==> src/rtl/seq_alu.sv <==
// Sequential ALU: one op per request, registered result + flags, srW strobe mirrors done.
// Optional iterative shift-and-add multiplier enabled by `SEQ_ALU_MUL_EN (else op 111 yields 0).
module seq_alu #(
  parameter int WIDTH = 16
) (
  input  logic             CLK,
  input  logic             reset,
  input  logic             start,
  input  logic [2:0]       op,
  input  logic [WIDTH-1:0] a,
  input  logic [WIDTH-1:0] b,
  output logic [WIDTH-1:0] result,
  output logic             negFlag,
  output logic             isZero,
  output logic             busy,
  output logic             done,
  output logic             srW
);

  localparam int SHW = $clog2(WIDTH);

  localparam logic [2:0] OP_ADD = 3'b000;
  localparam logic [2:0] OP_SUB = 3'b001;
  localparam logic [2:0] OP_AND = 3'b010;
  localparam logic [2:0] OP_OR  = 3'b011;
  localparam logic [2:0] OP_XOR = 3'b100;
  localparam logic [2:0] OP_SLL = 3'b101;
  localparam logic [2:0] OP_SRA = 3'b110;
  localparam logic [2:0] OP_MUL = 3'b111;

  logic [WIDTH-1:0] result_q, result_d;
  logic             neg_q, neg_d;
  logic             zero_q, zero_d;
  logic             done_q, done_d;

  logic [WIDTH-1:0] alu_dat;
  logic [SHW-1:0]   shamt;
  logic             load_vld;
  logic [WIDTH-1:0] load_dat;

  assign shamt = b[SHW-1:0];

  always_comb begin
    alu_dat = '0;
    case (op)
      OP_ADD:  alu_dat = a + b;
      OP_SUB:  alu_dat = a - b;
      OP_AND:  alu_dat = a & b;
      OP_OR:   alu_dat = a | b;
      OP_XOR:  alu_dat = a ^ b;
      OP_SLL:  alu_dat = a << shamt;
      OP_SRA:  alu_dat = $signed(a) >>> shamt;
      default: alu_dat = '0;
    endcase
  end

`ifdef SEQ_ALU_MUL_EN
  typedef enum logic {IDLE, MUL} state_t;

  state_t           state_q, state_d;
  logic [WIDTH-1:0] mcand_q, mcand_d;
  logic [WIDTH-1:0] mplier_q, mplier_d;
  logic [WIDTH-1:0] acc_q, acc_d;
  logic [SHW-1:0]   count_q, count_d;
  logic [WIDTH-1:0] acc_next;

  assign acc_next = acc_q + (mplier_q[0] ? mcand_q : '0);

  always_ff @(posedge CLK) begin
    if (reset) begin
      state_q  <= IDLE;
      mcand_q  <= '0;
      mplier_q <= '0;
      acc_q    <= '0;
      count_q  <= '0;
    end else begin
      state_q  <= state_d;
      mcand_q  <= mcand_d;
      mplier_q <= mplier_d;
      acc_q    <= acc_d;
      count_q  <= count_d;
    end
  end

  always_comb begin
    state_d  = state_q;
    mcand_d  = mcand_q;
    mplier_d = mplier_q;
    acc_d    = acc_q;
    count_d  = count_q;
    load_vld = 1'b0;
    load_dat = alu_dat;
    case (state_q)
      IDLE: begin
        if (start) begin
          if (op == OP_MUL) begin
            mcand_d  = a;
            mplier_d = b;
            acc_d    = '0;
            count_d  = '0;
            state_d  = MUL;
          end else begin
            load_vld = 1'b1;
          end
        end
      end
      MUL: begin
        acc_d    = acc_next;
        mcand_d  = mcand_q << 1;
        mplier_d = mplier_q >> 1;
        count_d  = count_q + 1'b1;
        // Last iteration commits the sum including this cycle's partial product.
        if (count_q == SHW'(WIDTH - 1)) begin
          load_vld = 1'b1;
          load_dat = acc_next;
          state_d  = IDLE;
        end
      end
      default: state_d = IDLE;
    endcase
  end

  assign busy = (state_q == MUL);
`else
  always_comb begin
    load_vld = start;
    load_dat = alu_dat;
  end

  assign busy = 1'b0;
`endif

  always_comb begin
    result_d = result_q;
    neg_d    = neg_q;
    zero_d   = zero_q;
    done_d   = 1'b0;
    if (load_vld) begin
      result_d = load_dat;
      neg_d    = load_dat[WIDTH-1];
      zero_d   = (load_dat == '0);
      done_d   = 1'b1;
    end
  end

  always_ff @(posedge CLK) begin
    if (reset) begin
      result_q <= '0;
      neg_q    <= 1'b0;
      zero_q   <= 1'b0;
      done_q   <= 1'b0;
    end else begin
      result_q <= result_d;
      neg_q    <= neg_d;
      zero_q   <= zero_d;
      done_q   <= done_d;
    end
  end

  assign result  = result_q;
  assign negFlag = neg_q;
  assign isZero  = zero_q;
  assign done    = done_q;
  assign srW     = done_q;

endmodule

==> config.mk <==
export PLATFORM = sky130hd
export DESIGN_NAME = seq_alu
export DESIGN_NICKNAME = d
export VERILOG_FILES = /design/src/rtl/seq_alu.sv
export SDC_FILE = /design/constraint.sdc
export NUM_CORES = 1
export LEC_CHECK = 0
export ABC_AREA = 1
export CORE_ASPECT_RATIO = 1.1
export CORE_MARGIN = 2
export CORE_UTILIZATION = 40
export DETAILED_ROUTE_END_ITERATION = 16
export PLACE_DENSITY = 0.73
export SLEW_MARGIN = 20
export SYNTH_ARGS = -nofsm -noshare
export SYNTH_HDL_FRONTEND = slang
export SYNTH_SLANG_ARGS = --single-unit
==> constraint.sdc <==
create_clock -name CLK -period 3.1 [get_ports CLK]
set_input_delay 0.465 -clock CLK [delete_from_list [all_inputs] [get_ports CLK]]
set_output_delay 0.465 -clock CLK [all_outputs]
set_load 0.05 [all_outputs]
* Yosys cells after proc, flatten, opt, wreduce, memory -nomap -nowiden
Cells that the tools add are included.
Operators by class: add/sub/neg operators 2, multiply operators 0, divide/modulo/power cells 0, order comparisons 0, equal/unequal tests 6, shift operators 2, mux-type cells 2, bitwise gates (word level) 3, reductions and logical operators 2
Operator list (number):
- one-hot mux 16 bit (7 select lines) | 1
- adder 16 bit | 1
- bitwise AND 16 bit | 1
- logical NOT 16 bit | 1
- bitwise OR 16 bit | 1
- << shifter 16 x 4 -> 16 bit | 1
- >>> shifter 16 x 4 -> 16 bit | 1
- subtractor 16 bit | 1
- XOR 16 bit | 1
- equality test 3 bit (second input constant) | 3
- equality test 3 x 2 -> 1 bit (second input constant) | 2
- equality test 3 x 1 -> 1 bit (second input constant) | 1
- logical NOT 3 bit | 1
- two-way mux 1 bit | 1
Storage, ports and cells: register bits 19, latch bits 0, bits in writable memories 0, bits in read-only memories 0, input bits 38, word-level logic and storage cells 21, memories 0

* Logic depth before layout (Yosys ltp)
Gate-level depths: netlist (run 1).
depth in word-level cells 3, depth in mapped cells 25

* Worst setup path before layout (run 1)
OpenSTA, ideal clock, no wires.
path kind in2reg, from input b[0], to register zero_q, in the netlist isZero, arrival time 3.024 ns, data required time 3.029 ns, path slack 0.006 ns, stages 24, path through buf_6 inv_4 buf_6 ha_1 nand3_1 nor2_1 nand3_1 nor3_1 a21oi_1 xor2_1 ha_1 nand2_1 inv_1 nand2_1 nand2_1 a21oi_1 nand3_1 nand2_1 nor2_1 nor2_1 nand3_1 nor2_1 nand3_1 a21oi_1
Between the ends: word-level cells in the longest chain between the ends 3
RTL lines:
- start, declared | line 11 | input logic [WIDTH-1:0] b,
- subtractor 16 bit, or another cell as far along | line 47 | OP_SUB: alu_dat = a - b;
- one-hot mux 16 bit (7 select lines) (*) | line 45 | case (op)
- logical NOT 16 bit (*) | line 141 | zero_d = (load_dat == '0);
- end signal, assigned | line 155 | zero_q <= zero_d;
- end, declared | line 33 | logic zero_q, zero_d;
Mark *: on every way between the ends. The rest lies on a longest branch, timed or not. A chain may end at the register's enable or synchronous reset.

* Worst setup path after layout (run 1)
from input b[4], to register zero_q, in the netlist isZero
Between the ends: word-level cells in the longest chain between the ends 3
RTL lines (line):
- subtractor 16 bit, or another cell as far along | 47
- one-hot mux 16 bit (7 select lines) (*) | 45
- logical NOT 16 bit (*) | 141
Marked as above.

==> flow_summary.json, run 1 <==
{
  "drtAntennaViolNets": 0,
  "drtIter0Drc": 407,
  "first_global_vias": 4990,
  "crit_chain": "dlygate4sd2_1, inv_1, nand2_2, nor2_2, nand2_2, buf_4, nand2_2, xor2_1, ha_1, nand2_2, inv_1, a21oi_2, nand3_1, nand3_1, nand2_1, nor2_2, nand2_1, nor3_2, nand3_1, a21oi_2",
  "worstSetupEndpointType": "flop",
  "h-tree-depth": 1,
  "clkTransAtPathRegs_ps": 50,
  "hold_class": "reg2reg",
  "hold_viol": 0,
  "synthDistinctLibCells": 39,
  "dieArea_mm2": 0.0118,
  "final_core_util_pct": 56.5,
  "max_freq_ghz": 0.332,
  "finalClockSkew_ps": 0,
  "powerDensity_mw_per_mm2": 268,
  "cts_root_buffer": "clkbuf_16",
  "use_met3_pct": 1.37,
  "drv_slew": 0,
  "cp.depth": 20,
  "final_common_cell": "nand2_1",
  "die_h_um": 114,
  "layout_common_cells": "nand2_1 (222), nand3_1 (143), inv_1 (102), buf_4 (98), nor2_1 (77)",
  "grt_first_pass_wirelength_um": 24400,
  "drt_wl_total_um": 15800,
  "routedWlPerCell_um": 14.5,
  "drc": 0,
  "gp_congestion": 1.00,
  "relSlewSlack_pct": 28.0,
  "drt_pass1_iterations": 5,
  "vias": 5710,
  "worst_ir_drop_vdd_v": 0.000259,
  "rr_worst_depth": 3,
  "final_layout_size_suffix_gt1_share_pct": 20.8,
  "cp_max_fo": 4,
  "syn_avg_cell_area_um2": 5.36,
  "finalCritPeriodShare_pct": 97.1,
  "clk_latency_ps": 240,
  "ios": 59,
  "p_leak_nw": 3.33,
  "yosysSeqAreaShare_pct": 8.23,
  "overflow": 0,
  "critPathBufInv": 4,
  "worstPathArrival_ps": 3180,
  "synth_seq_cells": 18,
  "cp-start-kind": "input port",
  "cp_slowest_cell": "ha_1",
  "grt.busiest_layer": "met2",
  "critPathTopFamily": "simple AND/OR/NAND/NOR gates",
  "rows": 40,
  "area_growth_pct": 39.5,
  "routed_via_density": 5.23,
  "critPathKind": "in2reg",
  "dp.cells": 1072,
  "io_buffers": 57,
  "synth_fp_nets": 905,
  "worstMarginPinSlew_ps": 1080,
  "crit_top_cell": "nand2_2",
  "grt_max_degree": 37,
  "grt_antenna_before_repair": 0,
  "grt.total_usage_pct": 25.3,
  "critPathMaxStageDelay_ps": 310,
  "cts_buffer_depth": 2,
  "holdPathStages": 2,
  "cts_num_sinks": 18,
  "die_w_um": 104,
  "coreArea_mm2": 0.0108,
  "netlist_instances": 817,
  "cap_violations": 0,
  "cts_buffers": 3,
  "antenna_cells": 0,
  "period_minus_slack_ps": 3010,
  "final_nets": 1034,
  "hold_buffers": 0,
  "detailed_place_hpwl_um": 12300,
  "cts_tree": "yes",
  "stdcell_count": 1091,
  "outcome": "finished clean",
  "worstPathRequired_ps": 3270,
  "start_util_pct": 40.5,
  "setup_viol": 0,
  "syn_area_mm2": 0.00438,
  "met2_usage_pct": 43.9,
  "yosysWarnings": 0,
  "met1_usage_pct": 32.4
}
[worst min-delay path: cells and delay by family (launching register included)]
kind            cells  cell delay [ps]
flops               1              310
simple gates        1               80
compound gates      1               50
[cells by family after synthesis]
group | share of synthesized area [%]
xor gates and xnor gates | 2.80
AOI/OAI and AO/OA | 9.26
other | 0.0856
DFF | 8.23
adders and majority gates | 14.5
buffers and inverters | 13.9
and+or+nand+nor | 51.3
[sequential cells by signal, summed over array words and instances, names as in the netlist]
register	flops
isZero	1
done	1
result	16
[repair_timing]
| item | in CTS | in global routing |
|---|---|---|
| endpoints found under the setup margin | 10 | 12 |
| cloned | 0 | 0 |
| pin swaps | 24 | 50 |
| resized for setup | 39 | 56 |
| buffers inserted | 5 | 11 |
[final timing paths]
kind / endpoint / slack (ps) / start
worst max-delay path: isZero / 90 / b[4]
worst min-delay path: isZero / 480 / isZero
worst max register to register: result[2] / 2310 / result[2]
worst min register to register: isZero / 480 / isZero
[power breakdown]
group,internal (mW),leakage [nW],switching [mW]
registers,0.251,0.149,0.00982
logic,0.464,3.14,0.667
clock network,0.169,0.0370,0.0756
total,0.884,3.33,0.752
[per-stage QoR]
stage / setup slack [ps] / total power [mW] / hold WS [ps] / TNS [ps] / instance area [µm²]
finish: 89.8 / 1.64 / 483 / 0 / 6110
global route: -73.9 / 1.76 / 512 / -73.9 / 6110
CTS: 7.99 / 1.53 / 470 / 0 / 5810
detailed placement: -582 / 1.25 / 462 / -4610 / 5570
global placement: -539 / 1.24 / 460 / -4090 / 5570
floorplan: 5.76 / 0.869 / 688 / 0 / 4380
[per-layer routing]
metal / wire length, µm / share of wire [%]
met1: 6550 / 41
met4: 956 / 6.0
met5: 0 / 0
met2: 7300 / 46
met3: 1010 / 6.4
[cells in the mapped netlist]
| cell type | instances | share of area [%] |
|---|---|---|
| a21boi_0 | 1 | 0.17 |
| nor3b_1 | 1 | 0.17 |
| o2bb2ai_1 | 1 | 0.20 |
| or2_2 | 8 | 1.1 |
| nor2_1 | 90 | 7.7 |
| xor2_1 | 13 | 2.6 |
| nand3_1 | 149 | 17 |
| nor3_2 | 1 | 0.23 |
| nand2_1 | 240 | 21 |
| buf_2 | 10 | 1.1 |
| o21ai_0 | 17 | 1.9 |
| nor3_1 | 6 | 0.69 |
| o2111ai_1 | 1 | 0.20 |
| clkinv_1 | 1 | 0.086 |
| a21oi_1 | 27 | 3.1 |
| inv_1 | 105 | 9.0 |
| inv_2 | 7 | 0.60 |
| dfxtp_1 | 18 | 8.2 |
| nand4_1 | 5 | 0.71 |
| o21ai_1 | 4 | 0.46 |
| inv_4 | 1 | 0.14 |
| a211oi_1 | 2 | 0.34 |
| nand3_2 | 2 | 0.46 |
| nor2_2 | 3 | 0.43 |
| o211ai_1 | 13 | 2.2 |
| clkbuf_1 | 8 | 0.69 |
| nand3b_1 | 5 | 0.86 |
| a21o_1 | 1 | 0.17 |
| ha_1 | 49 | 14 |
| xnor2_1 | 1 | 0.20 |
| conb_1 | 1 | 0.086 |
| and3_1 | 1 | 0.14 |
| nand2_2 | 8 | 1.1 |
| a31oi_1 | 2 | 0.29 |
| buf_6 | 3 | 0.77 |
| o21bai_1 | 1 | 0.17 |
| buf_4 | 7 | 1.2 |
| buf_1 | 3 | 0.26 |
| fa_1 | 1 | 0.46 |
[area by class of cell]
cell class	count	area (µm²)
clock buffer	3	75.1
fill	1080	4700
inverter	114	432
multi-input combinational	654	3750
sequential	18	360
tap	147	184
timing repair buffer	155	1310
(Power assumes the default switching activity.)
==> inputs of run 2 (changes only) <==
Settings changed: SETUP_SLACK_MARGIN from default to 0.1.
==> run 2 against run 1 <==
Cell count shrank 0.27%. Non-clock buffer count is 4 lower. Design area up 0.37%. Setup slack better by 190 ps. Sequential cell count did not move. Routed wire length shrank 0.39%. Clock power grew 15%. Count of clock-buffer cells in the layout grew 1.
==> flow_summary.json, run 2 (synthesized netlist as in run 1, its figures left out) <==
{
  "clk_latency_ps": 250,
  "multi_input_area_mm2": 0.00379,
  "rr_worst_depth": 3,
  "setup_viol": 0,
  "crit_chain": "buf_6, inv_4, ha_4, nand3_4, nor2_4, nand3_4, nor3_4, nor2_2, a21oi_2, xor2_1, ha_1, nand2_2, nor2_2, nor2_2, nand2_1, a21oi_2, nand3_1, nand3_2, nand3_2, nor2_2, nand3_1, a21oi_1",
  "reg2reg_from": "result[2]",
  "hold_path.startpoint": "isZero",
  "coreArea_mm2": 0.0108,
  "fin_hold_ws_ps": 477,
  "drt_pass1_iterations": 5,
  "powerDensity_mw_per_mm2": 273,
  "largest_reg_flops": 16,
  "drv_slew": 0,
  "period_minus_slack_ps": 2820,
  "antenna_cells": 0,
  "p_leak_nw": 3.34,
  "critPathMaxStageDelay_ps": 280,
  "critPathBufInv": 2,
  "final_layout_size_suffix_gt1_share_pct": 22.5,
  "cap_violations": 0,
  "cp_slowest_cell": "ha_1",
  "cp_max_fo": 3,
  "rows": 40,
  "gp_congestion": 0.971,
  "cts_num_sinks": 18,
  "worstMarginPinSlew_ps": 1120,
  "hold_class": "reg2reg",
  "layout_common_cells": "nand2_1 (221), nand3_1 (136), inv_1 (100), buf_4 (92), nor2_1 (71)",
  "dieArea_mm2": 0.0118,
  "worstPathArrival_ps": 3000,
  "hold_buffers": 0,
  "relSlewSlack_pct": 25.2,
  "die_w_um": 104,
  "nFillCells": 1123,
  "vias": 5716,
  "max_freq_ghz": 0.355,
  "setup_slack_ps": 281,
  "outcome": "finished clean",
  "final_common_cell": "nand2_1",
  "drc": 0,
  "worstPathRequired_ps": 3280,
  "area_growth_pct": 40.0,
  "rsz0062_at_grt": "yes",
  "first_global_vias": 5157,
  "h-tree-depth": 1,
  "holdPathStages": 2,
  "worst_ir_drop_vdd_v": 0.000260,
  "grt_first_pass_wirelength_um": 24900,
  "clkTransAtPathRegs_ps": 50,
  "cts_root_buffer": "clkbuf_16",
  "overflow": 0,
  "die_h_um": 114,
  "cts_tree": "yes",
  "detailed_place_hpwl_um": 12400,
  "worstSetupEndpointType": "flop",
  "drtAntennaViolNets": 0,
  "critPathKind": "in2reg",
  "finalClockSkew_ps": 0,
  "power_mw": 1.67,
  "drtIter0Drc": 488,
  "cp-start-kind": "input port",
  "post_dp_cell_area_mm2": 0.00556,
  "critPathTopFamily": "simple AND/OR/NAND/NOR gates",
  "cts_buffers": 3,
  "io_buffers": 57,
  "cp.depth": 22,
  "finalSetupTns_ps": 0,
  "ios": 59,
  "final_nets": 1030,
  "start_util_pct": 40.5,
  "place_ws_ps": -605,
  "grt_antenna_before_repair": 0,
  "hold_viol": 0,
  "drt_wl_total_um": 15800,
  "routedWlPerCell_um": 14.5,
  "cts_buffer_depth": 2,
  "seqCellArea_um2": 360,
  "fin_area_mm2": 0.00613,
  "finalCritPeriodShare_pct": 90.9,
  "cp-startpoint": "b[1]",
  "crit_top_cell": "nor2_2",
  "grt_max_degree": 37,
  "routed_via_density": 5.25,
  "grt.total_usage_pct": 25.9
}
run 2: layer usage:
layer | share of wire, % | GRT usage [%] | vias to the layer above
li1 | - | - | 2867
met1 | 42 | 32.7 | 2576
met2 | 48 | 45.3 | 229
met3 | 5.3 | 1.89 | 44
met4 | 4.9 | 12.1 | 0
met5 | 0 | 0 | -
run 2: worst paths after layout:
path | to | slack, ps
setup / recovery | isZero | 280
hold / removal | isZero | 480
setup reg to reg | result[2] | 2290
hold reg to reg | isZero | 480
run 2: stage by stage:
stage	cells	util, %
final	1088	56.7
after global routing	1088	56.7
after CTS	1083	54.6
after detailed placement	1069	51.4
after global placement	1069	51.4
after floorplan	817	-
run 2: timing repair:
item,CTS,global route
buffers inserted,10,5
pin swaps,24,46
setup endpoints to repair,15,14
gates resized for setup,58,71
run 2: cell type report:
type / count / share of cell area, %
multi-input cells: 654 / 61.8
clock buffers: 4 / 1.45
inverters: 114 / 7.10
flip-flops and latches: 18 / 5.88
repair buffers: 151 / 20.8
well taps: 147 / 3.00
run 2: worst min-delay path: cells and delay by family, from the launching register on:
family             cells  cell delay (ps)
DFF                    1              320
and+or+nand+nor        1               60
AOI/OAI and AO/OA      1               50
run 2: power breakdown:
part	total [mW]	switching (mW)	leakage, nW	internal, mW
Sequential	0.261	0.00997	0.149	0.251
Combinational	1.13	0.664	3.14	0.468
Clock	0.282	0.0860	0.0442	0.196
Total	1.67	0.759	3.34	0.915
==> inputs of run 3 (changes only) <==
Settings changed: ABC_AREA 1 to default, SLEW_MARGIN 20 to default.
==> run 3 against run 2 <==
Setup slack worse by 530 ps. Critical path type unchanged. Routed wire length up 22%. Largest power group unchanged. Count of clock-buffer cells in the layout down 1. Critical endpoint unchanged. Cell count down 16%. Critical path depth down 5. The flow now finishes with violations (setup timing). Register-to-register slack better by 50 ps. Area after synthesis down 1.3%. Hold slack worse by 2.0 ps. Sequential power about the same. Design area up 10%.
==> flow_summary.json, run 3 <==
{
  "outcome": "finished, violations left",
  "violations": "setup timing",
  "finalSetupTns_ps": -904,
  "drt_pass1_iterations": 5,
  "synthDistinctLibCells": 70,
  "max_freq_ghz": 0.299,
  "relSlewSlack_pct": 64.3,
  "yosysTopAreaCellShare_pct": 14.2,
  "worstSetupEndpointType": "flop",
  "finalClockSkew_ps": 0,
  "antenna_cells": 0,
  "grt_antenna_before_repair": 0,
  "async_flop_share_pct": 0,
  "grt_max_degree": 39,
  "worstMarginPinSlew_ps": 535,
  "h-tree-depth": 1,
  "layout_common_cells": "buf_4 (169), nor2_1 (49), clkdlybuf4s50_1 (46), ha_1 (42)",
  "syn_area_mm2": 0.00432,
  "yosys.area.top_type": "ha_1",
  "crit_chain": "buf_6, or4_4, o41ai_4, nand2_1, xnor2_1, ha_1, buf_6, buf_6, buf_6, nor2_2, nor2_1, o21a_1, o21ai_2, a31oi_2, xnor2_2, a211oi_2, a31o_1",
  "reg2reg_from": "isZero",
  "clkTransAtPathRegs_ps": 50,
  "drc": 0,
  "setup_slack_ps": -246,
  "netlist_instances": 575,
  "yosysSeqAreaShare_pct": 8.34,
  "die_w_um": 103,
  "worstPathArrival_ps": 3540,
  "die_h_um": 113,
  "critPathMaxStageDelay_ps": 610,
  "vias": 5514,
  "p_leak_nw": 3.02,
  "period_minus_slack_ps": 3350,
  "post_dp_cell_area_mm2": 0.00612,
  "largest_reg_flops": 16,
  "drv_slew": 0,
  "fin_area_mm2": 0.00677,
  "coreArea_mm2": 0.0104,
  "synth_fp_nets": 663,
  "gp_congestion": 1.07,
  "cts_root_buffer": "clkbuf_16",
  "routedWlPerCell_um": 21.0,
  "net-switching-power_mw": 0.807,
  "routed_via_density": 6.03,
  "overflow": 0,
  "drt_wl_total_um": 19300,
  "yosysMostFrequentCell": "nor2_1",
  "drtIter0Drc": 485,
  "cp.depth": 17,
  "io_buffers": 57,
  "p_comb_share_pct": 72.3,
  "cp_slowest_cell": "or4_4",
  "hold_buffers": 0,
  "cp-startpoint": "b[4]",
  "yosysWarnings": 0,
  "detailed_place_hpwl_um": 14400,
  "setup_viol": 6,
  "grt.total_usage_pct": 31.5,
  "synth_edf_count": 0,
  "cap_violations": 0,
  "synth_area_leaders": "ha_1 (14%), dfxtp_1 (8.3%), mux2i_1 (6.7%), nor2_1 (4.9%), mux2_2 (4.4%)",
  "critPathBufInv": 4,
  "r2r_slack_ps": 2340,
  "hold_class": "reg2reg",
  "synth_commonest_cells": "nor2_1 (56), ha_1 (49), nand2_1 (37), inv_1 (36), a21oi_1 (35)",
  "pwr-share-seq_pct": 14.1,
  "start_util_pct": 41.4,
  "finalCritPeriodShare_pct": 108,
  "grt_first_pass_wirelength_um": 28600,
  "cts_buffers": 3,
  "worst_ir_drop_vdd_v": 0.000256,
  "synth_seq_cells": 18,
  "cts_buffer_depth": 2,
  "rsz0062_at_grt": "yes",
  "cp-start-kind": "input port",
  "hold_path.startpoint": "result[2]",
  "worstSetupEndpoint": "isZero",
  "first_global_vias": 5493,
  "dieArea_mm2": 0.0117,
  "swShare_pct": 43.4,
  "rr_worst_depth": 2,
  "nFillCells": 911,
  "cts_num_sinks": 18,
  "syn_avg_cell_area_um2": 7.52,
  "ios": 59,
  "clk_latency_ps": 250,
  "final_common_cell": "buf_4",
  "clockPowerShare_pct": 13.7,
  "critPathKind": "in2reg",
  "critPathTopFamily": "compound AO/OA/AOI/OAI gates",
  "p_int_mw": 1.05,
  "cts_tree": "yes",
  "final_nets": 862,
  "area_growth_pct": 56.6,
  "powerDensity_mw_per_mm2": 275,
  "worstPathRequired_ps": 3290,
  "crit_top_cell": "buf_6",
  "hold_viol": 0,
  "reg2reg_to": "isZero",
  "synthFlopType": "dfxtp_1",
  "cp_max_fo": 3,
  "final_layout_size_suffix_gt1_share_pct": 38.5,
  "rows": 39,
  "drtAntennaViolNets": 0
}
==> run 3: final cells by class <==
class                      count  area, µm²  share of cell area (%)
sequential                    18        360                    5.32
tap                          143        179                    2.64
clock buffer                   3       75.1                    1.11
inverter                      39        151                    2.24
timing repair buffer         235       1940                    28.6
multi-input combinational    477       4070                    60.1
==> run 3: worst reg2reg max path: stages (launching register included) <==
cell and delay, ps:
dfxtp_1 310, and3_1 160, a31o_1 180
==> run 3: timing repair <==
| item | in CTS | in global routing |
|---|---|---|
| setup endpoints to repair | 12 | 10 |
| setup buffers | 9 | 11 |
| gates resized for setup | 81 | 64 |
| pin swaps | 38 | 35 |
==> run 3: metal layers <==
metal	wire [µm]	up-vias	track usage, %	part of all wire [%]
met2	9170	291	52.5	48
met3	1250	78	2.53	6.5
met4	1200	0	16.0	6.2
li1	-	2555	-	-
met5	0	-	0	0
met1	7640	2590	40.1	40
==> run 3: power by group through the flow <==
stage | combinational [mW] | clock, mW | sequential [mW]
after global placement | 1.11 | 0 | 0.265
after floorplan | 0.555 | 0 | 0.331
after global routing | 1.42 | 0.264 | 0.264
final | 1.35 | 0.254 | 0.262
after CTS | 1.20 | 0.255 | 0.262
after detailed placement | 1.13 | 0 | 0.266
==> run 3: cell families after synthesis <==
group	Yosys count	share of synthesized area (%)
other cells	1	0.0868
fa+ha+maj	50	14.6
flops	18	8.34
buf+inv	80	8.22
compound gates	171	27.5
xor+xnor	21	4.26
simple gates	177	20.1
mux	57	16.9
==> run 3: how the worst min path moves through the flow <==
stage | cells past startpoint | endpoint | slack (ps)
final | 1 | result[2] | 480
after global routing | 1 | result[2] | 500
after CTS | 2 | result[9] | 470
after detailed placement | 2 | result[9] | 460
after global placement | 2 | result[10] | 450
after floorplan | 2 | result[6] | 650
==> run 3: per-stage QoR <==
stage	power (mW)	instances	worst slack [ps]	util, %	hold WS (ps)
final	1.86	915	-246	64.8	475
after CTS	1.72	905	-256	61.8	471
after global routing	1.95	915	-389	64.8	497
after global placement	1.37	893	-1050	58.6	455
after detailed placement	1.39	893	-1360	58.6	464
after floorplan	0.886	575	-404	-	648
